## src/rtl/btb_update_queue_pkg.sv

```systemverilog
// Shared BTB definitions: PC field slices and the resolved-branch record
// that the update queue, BTB write stage and BTB file all agree on.
package btb_update_queue_pkg;

    localparam int PC_W    = 32;
    localparam int SET_MSB = 4;
    localparam int SET_LSB = 2;
    localparam int SET_W   = SET_MSB - SET_LSB + 1;
    localparam int TAG_LSB = 5;
    localparam int TAG_W   = PC_W - TAG_LSB;

    typedef logic [SET_W-1:0] btb_set_t;
    typedef logic [TAG_W-1:0] btb_tag_t;

    typedef struct packed {
        logic [PC_W-1:0] pc;
        logic            taken;
        logic [PC_W-1:0] target;
    } btb_rec_t;

    function automatic btb_set_t btb_set_idx(input logic [PC_W-1:0] pc);
        return pc[SET_MSB:SET_LSB];
    endfunction

    function automatic btb_tag_t btb_tag(input logic [PC_W-1:0] pc);
        return pc[PC_W-1:TAG_LSB];
    endfunction

endpackage

```

## src/rtl/btb_upd_fifo.sv

```systemverilog
// Record FIFO for the BTB update queue: storage, wrapping binary pointers
// and an occupancy counter; full/empty come only from registered occupancy.
module btb_upd_fifo
    import btb_update_queue_pkg::*;
#(
    parameter int DEPTH = 4
) (
    input  logic     clk,
    input  logic     rst,
    input  logic     push,
    input  btb_rec_t wdata,
    input  logic     pop,
    output btb_rec_t head,
    output logic     empty,
    output logic     full
);

    localparam int PW = $clog2(DEPTH);
    localparam int CW = PW + 1;
    localparam logic [CW-1:0] DEPTH_C = CW'(DEPTH);

    btb_rec_t        mem_r [DEPTH];
    logic [PW-1:0]   wr_ptr_r;
    logic [PW-1:0]   rd_ptr_r;
    logic [CW-1:0]   count_r;
    logic            push_s;
    logic            pop_s;

    // Gate requests against current occupancy so a bad request cannot corrupt state.
    always_comb begin
        push_s = push && !full;
        pop_s  = pop && !empty;
    end

    // Record storage.
    always_ff @(posedge clk or negedge rst) begin
        if (!rst) begin
            for (int i = 0; i < DEPTH; i++) begin
                mem_r[i] <= '0;
            end
        end else if (push_s) begin
            mem_r[wr_ptr_r] <= wdata;
        end
    end

    // Pointers wrap naturally because DEPTH is a power of two.
    always_ff @(posedge clk or negedge rst) begin
        if (!rst) begin
            wr_ptr_r <= '0;
            rd_ptr_r <= '0;
        end else begin
            if (push_s) begin
                wr_ptr_r <= wr_ptr_r + PW'(1);
            end
            if (pop_s) begin
                rd_ptr_r <= rd_ptr_r + PW'(1);
            end
        end
    end

    // Occupancy counter.
    always_ff @(posedge clk or negedge rst) begin
        if (!rst) begin
            count_r <= '0;
        end else begin
            case ({push_s, pop_s})
                2'b10:   count_r <= count_r + CW'(1);
                2'b01:   count_r <= count_r - CW'(1);
                default: count_r <= count_r;
            endcase
        end
    end

    assign head  = mem_r[rd_ptr_r];
    assign empty = (count_r == {CW{1'b0}});
    assign full  = (count_r == DEPTH_C);

endmodule

```

## src/rtl/btb_update_queue.sv

```systemverilog
// Queues resolved branches from execute and issues them to the BTB as a
// set read followed one cycle later by an update, avoiding same-set reads.
module btb_update_queue
    import btb_update_queue_pkg::*;
#(
    parameter int DEPTH = 4,
    parameter int CNTW  = 8
) (
    input  logic            clk,
    input  logic            rst,
    input  logic            res_valid,
    input  logic [31:0]     res_pc,
    input  logic            res_taken,
    input  logic [31:0]     res_target,
    output logic            res_ready,
    output logic            rd_req_en,
    output logic [2:0]      rd_req_set,
    output logic            update_en,
    output logic [31:0]     update_pc,
    output logic            actual_taken,
    output logic [31:0]     update_target,
    output logic            busy,
    output logic [CNTW-1:0] drop_cnt
);

    btb_rec_t        wdata_s;
    btb_rec_t        head_s;
    btb_rec_t        u_rec_r;
    logic            u_valid_r;
    logic            empty_s;
    logic            full_s;
    logic            stall_s;
    logic            issue_s;
    logic            push_s;
    logic            drop_s;
    logic [CNTW-1:0] drop_cnt_r;

    assign wdata_s = '{pc: res_pc, taken: res_taken, target: res_target};

    btb_upd_fifo #(
        .DEPTH (DEPTH)
    ) u_fifo (
        .clk   (clk),
        .rst   (rst),
        .push  (push_s),
        .wdata (wdata_s),
        .pop   (issue_s),
        .head  (head_s),
        .empty (empty_s),
        .full  (full_s)
    );

    // Hold the head back one cycle when U is about to write the same set.
    always_comb begin
        stall_s = 1'b0;
        if (u_valid_r && (btb_set_idx(head_s.pc) == btb_set_idx(u_rec_r.pc))) begin
            stall_s = 1'b1;
        end else begin
            stall_s = 1'b0;
        end
        issue_s = !empty_s && !stall_s;
        push_s  = res_valid && !full_s;
        drop_s  = res_valid && full_s;
    end

    // Update register U: loaded on issue, cleared (valid and fields) otherwise.
    always_ff @(posedge clk or negedge rst) begin
        if (!rst) begin
            u_valid_r <= 1'b0;
            u_rec_r   <= '0;
        end else if (issue_s) begin
            u_valid_r <= 1'b1;
            u_rec_r   <= head_s;
        end else begin
            u_valid_r <= 1'b0;
            u_rec_r   <= '0;
        end
    end

    // Saturating count of records refused while the FIFO was full.
    always_ff @(posedge clk or negedge rst) begin
        if (!rst) begin
            drop_cnt_r <= '0;
        end else if (drop_s && (drop_cnt_r != {CNTW{1'b1}})) begin
            drop_cnt_r <= drop_cnt_r + CNTW'(1);
        end
    end

    assign res_ready     = !full_s;
    assign rd_req_en     = issue_s;
    assign rd_req_set    = issue_s ? btb_set_idx(head_s.pc) : 3'b000;
    assign update_en     = u_valid_r;
    assign update_pc     = u_rec_r.pc;
    assign actual_taken  = u_rec_r.taken;
    assign update_target = u_rec_r.target;
    assign busy          = !empty_s || u_valid_r;
    assign drop_cnt      = drop_cnt_r;

endmodule

```

## config.mk

```make
export PLATFORM = sky130hd
export DESIGN_NAME = btb_update_queue
export DESIGN_NICKNAME = d
export VERILOG_FILES = /design/src/rtl/btb_update_queue_pkg.sv /design/src/rtl/btb_upd_fifo.sv /design/src/rtl/btb_update_queue.sv
export SDC_FILE = /design/constraint.sdc
export NUM_CORES = 1
export LEC_CHECK = 0
export CAP_MARGIN = 20
export CELL_PAD_IN_SITES_DETAIL_PLACEMENT = 0
export CELL_PAD_IN_SITES_GLOBAL_PLACEMENT = 2
export CORE_MARGIN = 3
export CORE_UTILIZATION = 45
export DETAILED_ROUTE_END_ITERATION = 6
export PLACE_DENSITY = 0.93
export SYNTH_ARGS = -nofsm -noshare
export SYNTH_HDL_FRONTEND = slang
export SYNTH_HIERARCHICAL = 1
export SYNTH_SLANG_ARGS = --single-unit
```

## constraint.sdc

```tcl
create_clock -name clk -period 10.3 [get_ports clk]
set_clock_uncertainty 0.2 [all_clocks]
set_input_delay 1.545 -clock clk [delete_from_list [all_inputs] [get_ports clk]]
set_output_delay 1.545 -clock clk [all_outputs]
set_load 0.03 [all_outputs]
```

# Word level (Yosys, flattened, before mapping)
# Cells that the tools add are included.
totals:
  reg_bits: 341
  in_bits: 68
  out_inout_bits: 80
  elab_cells: 60
classes:
  add_sub_neg: 5
  order_cmp: 3
  n_eq_ne: 5
  muxes: 11
  bitwise: 2
  n_reduce_logical: 14
op_table:
  columns: ["op", "count"]
  rows:
  - ["260-bit bitwise mux", 1]
  - ["65-bit two-way mux", 4]
  - ["65-bit binary-select mux with 2-bit select", 1]
  - ["65-bit demux with 2-bit select", 1]
  - ["8-bit by 1-bit adder with 8-bit output (second input constant)", 1]
  - ["1-bit logical AND", 8]
  - ["8-bit != test (second input constant)", 1]
  - ["3-bit >= comparator (second input constant)", 2]
  - ["2-bit inverter with 3-bit output", 2]
  - ["3-bit one-hot mux with 2 select lines", 1]
  - ["2-bit by 1-bit adder with 2-bit output (second input constant)", 2]
  - ["3-bit by 1-bit adder with 3-bit output (second input constant)", 1]
  - ["3-bit equality test", 1]
  - ["3-bit equality test (second input constant)", 1]
  - ["1-bit logical NOT", 3]
  - ["3-bit logical NOT", 1]
  - ["3-bit by 1-bit < comparator with 1-bit output (second input constant)", 1]
  - ["3-bit two-way mux", 1]
  - ["3-bit by 1-bit subtractor with 3-bit output (second input constant)", 1]
  - ["2-bit by 1-bit equality test with 1-bit output (second input constant)", 1]
  - ["2-bit equality test (second input constant)", 1]
  - ["1-bit two-way mux", 2]
  - ["2-bit nonzero test", 1]
  - ["1-bit logical OR", 1]

# Depth between registers and ports, before layout
# Gate-level depths: netlist (run 1).
logic_depth:
  word_depth: 12
  ltp_mapped: 14
  ltp_nobuf: 10

# Hierarchy
# Netlist (run 1), hierarchy kept.
by_module_without_submodules:
  columns: ["module", "n_inst", "cells_per_inst", "area_each_um2", "seq_area_each_um2"]
  rows:
  - ["btb_upd_fifo", 1, 668, 11688.7, 6681.4]
  - ["btb_update_queue", 1, 182, 2566.2, 1851.8]

# Worst setup path after synthesis (run 1)
# Ideal clock, no wire load.
synth_path:
  kind: "register to output"
  startpoint: "register u_fifo.rd_ptr_r[0]"
  endpoint: "output port rd_req_set[0]"
  arrival_ns: 2.473
  t_required_ns: 8.555
  path_slack_ns: 6.082
  stages_incl_launch_ff: 9
  n_path_buf: 4
  cell_sequence: "dfrtp_1 clkbuf_1 buf_4 buf_2 mux4_2 xnor2_1 a41oi_2 buf_2 and2_1"
synth_rtl:
  columns: ["item", "line", "rtl"]
  rows:
  - ["start: declaration", "btb_upd_fifo.sv:24", "logic [PW-1:0] rd_ptr_r;"]
  - ["start signal: assignment", "btb_upd_fifo.sv:56", "rd_ptr_r <= rd_ptr_r + PW'(1);"]
  - ["end: declaration", "btb_update_queue.sv:17", "output logic [2:0] rd_req_set,"]

==> results of run 1 <==
## stage by stage
| step | area (sq um) | utilization [%] | cells |
|---|---|---|---|
| 3_3_place_gp | 15900 | 51.5 | 1352 |
| 3_5_place_dp | 15900 | 51.5 | 1352 |
| 6_report | 17100 | 55.4 | 1419 |
| 2_1_floorplan | 14300 | - | 850 |
| 5_1_grt | 17100 | 55.4 | 1419 |
| 4_1_cts | 17100 | 55.4 | 1419 |
## logic make-up (layout without fill, tap and decap cells)
logic type / count (synthesis) / count (layout) / share of synthesized area, %
adders and majority gates: 7 / 7 / 0.667
muxes: 330 / 330 / 31.2
DFF: 341 / 341 / 59.9
AOI/OAI and AO/OA: 6 / 6 / 0.325
buffers and inverters: 57 / 230 / 3.17
xor gates and xnor gates: 12 / 12 / 0.737
and+or+nand+nor: 97 / 97 / 4.05
## flip-flops by register name (all words and copies together), names as in the netlist
signal / flops
update_en: 1
update_target: 32
u_fifo/rd_ptr_r: 2
actual_taken: 1
u_fifo/wr_ptr_r: 2
update_pc: 32
u_fifo/mem_r: 260
drop_cnt: 8
u_fifo/count_r: 3
## worst register-to-register path: stages (launching register included)
cell and delay [ps]:
dfrtp_4 840, mux4_2 620, xnor2_1 180, a41oi_4 650
buf_4 600, o31a_1 310, ha_1 220, inv_1 60
fa_1 370, xor2_1 150, nor2_1 110, xor2_1 140
## layout make-up
class | count | area, sq um | share of cell area, %
clock buffers | 58 | 1130 | 6.58
clock inverters | 9 | 77.6 | 0.453
inverters | 7 | 26.3 | 0.153
multi-input cells | 452 | 5310 | 31.0
flip-flops and latches | 341 | 8540 | 49.8
well taps | 396 | 495 | 2.89
repair buffers | 156 | 1560 | 9.08
## synthesized netlist by cell type (all sizes together), types with 3 or more instances
library cell | count | area, sq um
a21oi | 3 | 15.0
and2 | 65 | 407
buf | 44 | 403
clkbuf | 6 | 22.5
dfrtp | 341 | 8530
ha | 6 | 75.1
inv | 7 | 26.3
mux2 | 264 | 2970
mux4 | 65 | 1460
nand2 | 10 | 37.5
nor2 | 8 | 30.0
nor3 | 3 | 20.0
or2 | 3 | 21.3
xnor2 | 7 | 61.3
xor2 | 5 | 43.8
## power groups by stage
stage / sequential (mW) / clock (mW) / combinational [mW]
after floorplan: 2.53 / 0 / 1.79
after global placement: 2.39 / 0 / 2.61
after detailed placement: 2.41 / 0 / 2.65
after CTS: 2.39 / 1.33 / 2.66
after global routing: 2.48 / 1.38 / 2.82
final: 2.39 / 1.29 / 2.61
## routing by layer
layer | vias up | track usage, % | part of all wire (%)
met1 | 3955 | 23.2 | 45
met4 | 4 | 4.35 | 1.7
met3 | 42 | 3.05 | 4.1
met2 | 134 | 28.8 | 49
li1 | 3344 | - | -
met5 | - | 0 | 0.12
## worst max-delay path by stage
stage | endpoint | slack (ps)
2_1_floorplan | rd_req_set[0] | 6080
3_3_place_gp | rd_req_en | 4850
3_5_place_dp | rd_req_en | 4790
4_1_cts | rd_req_en | 4240
5_1_grt | rd_req_en | 4140
6_report | rd_req_en | 4370
==> summary.md, run 1 <==
| Metric | Value |
|---|---|
| I/O pin cnt | `148` |
| Ys async rst share | `100%` |
| Max Cap Viol | `0` |
| Synthesized area | `14300 sq um` |
| Crit path DAT | `4180 ps` |
| Critical path's largest stage delay | `840 ps` |
| Yosys warns | `6` |
| Routability cong. | `0.707` |
| PortBufs | `147` |
| Bufs on Longest Clock Path | `3` |
| Library cells used by synthesis | `32` |
| Primary FF master, synth | `dfrtp_1` |
| LEAKAGE | `7.09 nW` |
| Setup TNS | `0 ps` |
| Seq cells post-synth | `341` |
| ANT nets after route | `0` |
| Worst skew pair latency | `510 ps` |
| CP max stage cell | `dfrtp_4` |
| Post-synth EDFFs | `0` |
| Final period utilization | `57.6%` |
| DRC | `0` |
| Max-Slew Margin vs Limit | `32.4%` |
| Switch Pwr | `2.03 mW` |
| R2R cell count | `11` |
| Reg2reg end | `u_fifo/count_r[2]` |
| FF-to-FF Start | `u_fifo/rd_ptr_r[0]` |
| Sink Count | `341` |
| Peak supply drop | `0.000212 V` |
| Initial Util | `46.1%` |
| Post-layout nets | `1071` |
| Vias/cell | `5.27` |
| Grt ovf | `0` |
| Chip width | `184 microns` |
| Worst Max-Slew Pin Slew | `1010 ps` |
| Int Pwr | `4.26 mW` |
| Clock Tree Root | `clkbuf_16` |
| Postcts setup bufs | `0` |
| WP buf/inv | `2` |
| Vias in the first global route | `8435` |
| Antenna violations before repair | `2` |
| First-pass GRT wire length | `46000 microns` |
| Final HPWL from detailed placement | `16600 microns` |
| Largest net degree at the start of global routing | `148` |
| Worst setup path start | `u_fifo/rd_ptr_r[0]` |
| Final number of setup-violating endpoints | `0` |
| Antenna cell count | `0` |
| Core ar. | `30900 sq um` |
| DR vias | `7479` |
| First-pass DRT Iterations | `4` |
| H-tree depth | `2` |
| Die H | `184 microns` |
| Crit path max fanout | `46` |
| Part of the power in the clock network | `20.5%` |
| Final Max Tran Viols | `0` |
| Hold path depth | `1` |
| Worst hold path endpoint | `u_fifo/mem_r[87]` |
| Post-Route WL | `28200 microns` |
| Tot GR Track Use | `17.1%` |
| Post-DR wirelength/cell | `19.9 microns` |
| Post-Syn Nets | `925` |
| Critical path endpoint category | `primary output` |
| Fraction of layout cells with a size suffix above 1 | `39.7%` |
| RSZ-0062 raised after global routing | `no` |
| Num CTS Buffers | `38` |
| Min Clock Period, post-route | `5930 ps` |
| Filler instances | `2495` |
| Commonest cells after routing, fill and taps aside | `dfrtp_1 (339), mux2_2 (264), clkdlybuf4s50_1 (146)` |
| Critical Path Source Type | `register` |
| Total die area | `33800 sq um` |
| Crit path depth | `5` |
| WHS | `299 ps` |
| Worst Slack Setup Final | `4370 ps` |
| Status | `finished, final reports clean` |
| CTS tree | `built` |
| Switching Share | `32.2%` |
| Hold-fix buffers, CTS | `0` |
| Sequential power share | `37.9%` |
| CP Data Required Time | `8560 ps` |
| FMAX | `169 MHz` |
| CP top delay family | `buffers and inverters` |
| Rows | `64` |
| Most common cell after layout, fill and taps aside | `dfrtp_1` |
| Pwr Total | `6.29 mW` |
| Drt initial violations | `356` |
| Hold Path Origin | `u_fifo/mem_r[87]` |
| Reg-to-reg slack, setup | `5780 ps` |
| Setup CP Type | `register to primary output` |
| Syn_area_per_cell | `16.8 sq um` |
| Crit-path cells | `mux4_2 > xnor2_1 > a41oi_4 > buf_4 > clkdlybuf4s50_1` |
| Power Dens Cells | `367 nW/um^2` |
| Cells after Synth | `850` |
| Reg clk slew, reported paths | `60 ps` |
| Layout area overhead | `20.2%` |
| Pre-CTS setup slack | `4790 ps` |
| Sequential share of the synthesized area | `59.9%` |
| Combinational cell fraction of total power | `41.5%` |
| Hold Path Class | `register to register` |
| Post_cts resized | `0` |
| Fin. Hold Viols | `0` |
Note: power is estimated with default switching activity, not from simulation.
==> run 2, diff against run 1 <==
Settings changed: CORE_UTILIZATION 45 to 42, PLACE_DENSITY 0.93 to 0.88.
Clock period 10.3 ns to 6.1 ns, I/O delays scaled along.
==> summary.md, run 2 (synthesis results as in run 1) <==
| Metric | Value |
|---|---|
| Status | `finished, final reports clean` |
| Final number of setup-violating endpoints | `0` |
| Critical path endpoint category | `primary output` |
| Largest register FFs | `260` |
| DRC | `0` |
| Setup CP Type | `register to primary output` |
| Biggest register | `u_fifo/mem_r` |
| Clock Tree Root | `clkbuf_16` |
| Grt ovf | `0` |
| Pwr Total | `10.7 mW` |
| Post-Route WL | `29000 microns` |
| H-tree depth | `2` |
| Postcts setup bufs | `0` |
| Final period utilization | `74.4%` |
| Die H | `190 microns` |
| Final HPWL from detailed placement | `17100 microns` |
| DR vias | `7580` |
| Chip width | `190 microns` |
| RSZ-0062 raised after global routing | `no` |
| Hold-fix buffers, CTS | `0` |
| Vias in the first global route | `8412` |
| Vias/cell | `5.17` |
| Sink Count | `341` |
| Fraction of layout cells with a size suffix above 1 | `39.8%` |
| Bufs on Longest Clock Path | `3` |
| Peak supply drop | `0.000275 V` |
| Combinational cell fraction of total power | `41.7%` |
| LEAKAGE | `7.11 nW` |
| Drt initial violations | `350` |
| ANT nets after route | `0` |
| Part of the power in the clock network | `20.4%` |
| Post-DR wirelength/cell | `19.8 microns` |
| Power Dens Cells | `619 nW/um^2` |
| Routability cong. | `0.745` |
| Max-Slew Margin vs Limit | `29.8%` |
| Largest net degree at the start of global routing | `180` |
| Worst skew pair latency | `510 ps` |
| Initial Util | `43.2%` |
| Post-layout nets | `1072` |
| Int Pwr | `7.22 mW` |
| Worst Slack Setup Final | `1560 ps` |
| Switch Pwr | `3.45 mW` |
| Num CTS Buffers | `37` |
| Core ar. | `33000 sq um` |
| FMAX | `220 MHz` |
| Most common cell after layout, fill and taps aside | `dfrtp_1` |
| First-pass DRT Iterations | `4` |
| Post_cts resized | `0` |
| Hold Path Class | `input port to async pin` |
| Antenna violations before repair | `1` |
| Tot GR Track Use | `16.6%` |
| Critical Path Source Type | `register` |
| Rows | `66` |
| Pre-CTS setup slack | `1900 ps` |
| Crit path max fanout | `33` |
| Switching Share | `32.3%` |
| Setup TNS | `0 ps` |
| First-pass GRT wire length | `47700 microns` |
| Antenna cell count | `0` |
| Total die area | `36200 sq um` |
| Fin. Hold Viols | `0` |
| Sequential power share | `37.9%` |
| Reg clk slew, reported paths | `60 ps` |
| I/O pin cnt | `148` |
| Worst Max-Slew Pin Slew | `1050 ps` |
| Min Clock Period, post-route | `4540 ps` |
| PortBufs | `147` |
| Commonest cells after routing, fill and taps aside | `dfrtp_1 (339), mux2_2 (264), clkdlybuf4s50_1 (146)` |
| Final Max Tran Viols | `0` |
| Layout area overhead | `21.0%` |
| CTS tree | `built` |
| Filler instances | `2744` |
| WHS | `155 ps` |
| CP Data Required Time | `4980 ps` |
| Crit path DAT | `3420 ps` |
| Max Cap Viol | `0` |
run 2: worst max-delay path, cell delays in order (launching register included):
cell	delay, ps
dfrtp_4	900
mux4_2	610
xnor2_1	170
a41oi_4	300
and2_1	240
clkdlybuf4s50_1	690
run 2: per-layer routing:
metal	wire length (microns)	global-route usage [%]	up-vias
li1	-	-	3348
met1	13700	24.1	4032
met2	13500	26.3	151
met3	1300	3.18	47
met4	514	3.75	2
met5	8	0	-
run 2: power groups by stage:
| stage | Clock [mW] | Sequential [mW] | Combinational, mW |
|---|---|---|---|
| finish | 2.18 | 4.04 | 4.45 |
| global placement | 0 | 4.05 | 4.46 |
| floorplan | 0 | 4.27 | 3.03 |
| CTS | 2.25 | 4.06 | 4.54 |
| detailed placement | 0 | 4.09 | 4.52 |
| global route | 2.34 | 4.20 | 4.82 |
run 2: final cells by class:
cell class	count	area (sq um)	share of cell area, %
Sequential cell	341	8540	49.5
Multi-Input combinational cell	452	5310	30.8
Timing Repair Buffer	158	1620	9.40
Clock buffer	57	1120	6.51
Tap cell	442	553	3.21
Clock inverter	8	71.3	0.413
Inverter	7	26.3	0.152
run 2: worst paths after layout:
| check | from | to | slack (ps) | depth (start not counted) |
|---|---|---|---|---|
| max in group asynchronous | rst | u_fifo/mem_r[7] | 4120 | 2 |
| worst max register to register | u_fifo/rd_ptr_r[0] | u_fifo/count_r[2] | 2020 | 11 |
| worst max-delay path | u_fifo/rd_ptr_r[0] | rd_req_set[2] | 1560 | 5 |
| min in group clk | u_fifo/mem_r[104] | u_fifo/mem_r[104] | 300 | 1 |
| worst min-delay path | rst | update_pc[15] | 160 | 1 |
| worst min register to register | u_fifo/mem_r[104] | u_fifo/mem_r[104] | 300 | 1 |
run 2: metrics by stage:
step                      util, %  cell area, sq um  cells
after global placement       48.6             16100   1400
final                        52.2             17200   1465
after CTS                    52.2             17200   1465
after global routing         52.2             17200   1465
after floorplan                 -             14300    850
after detailed placement     48.6             16100   1400
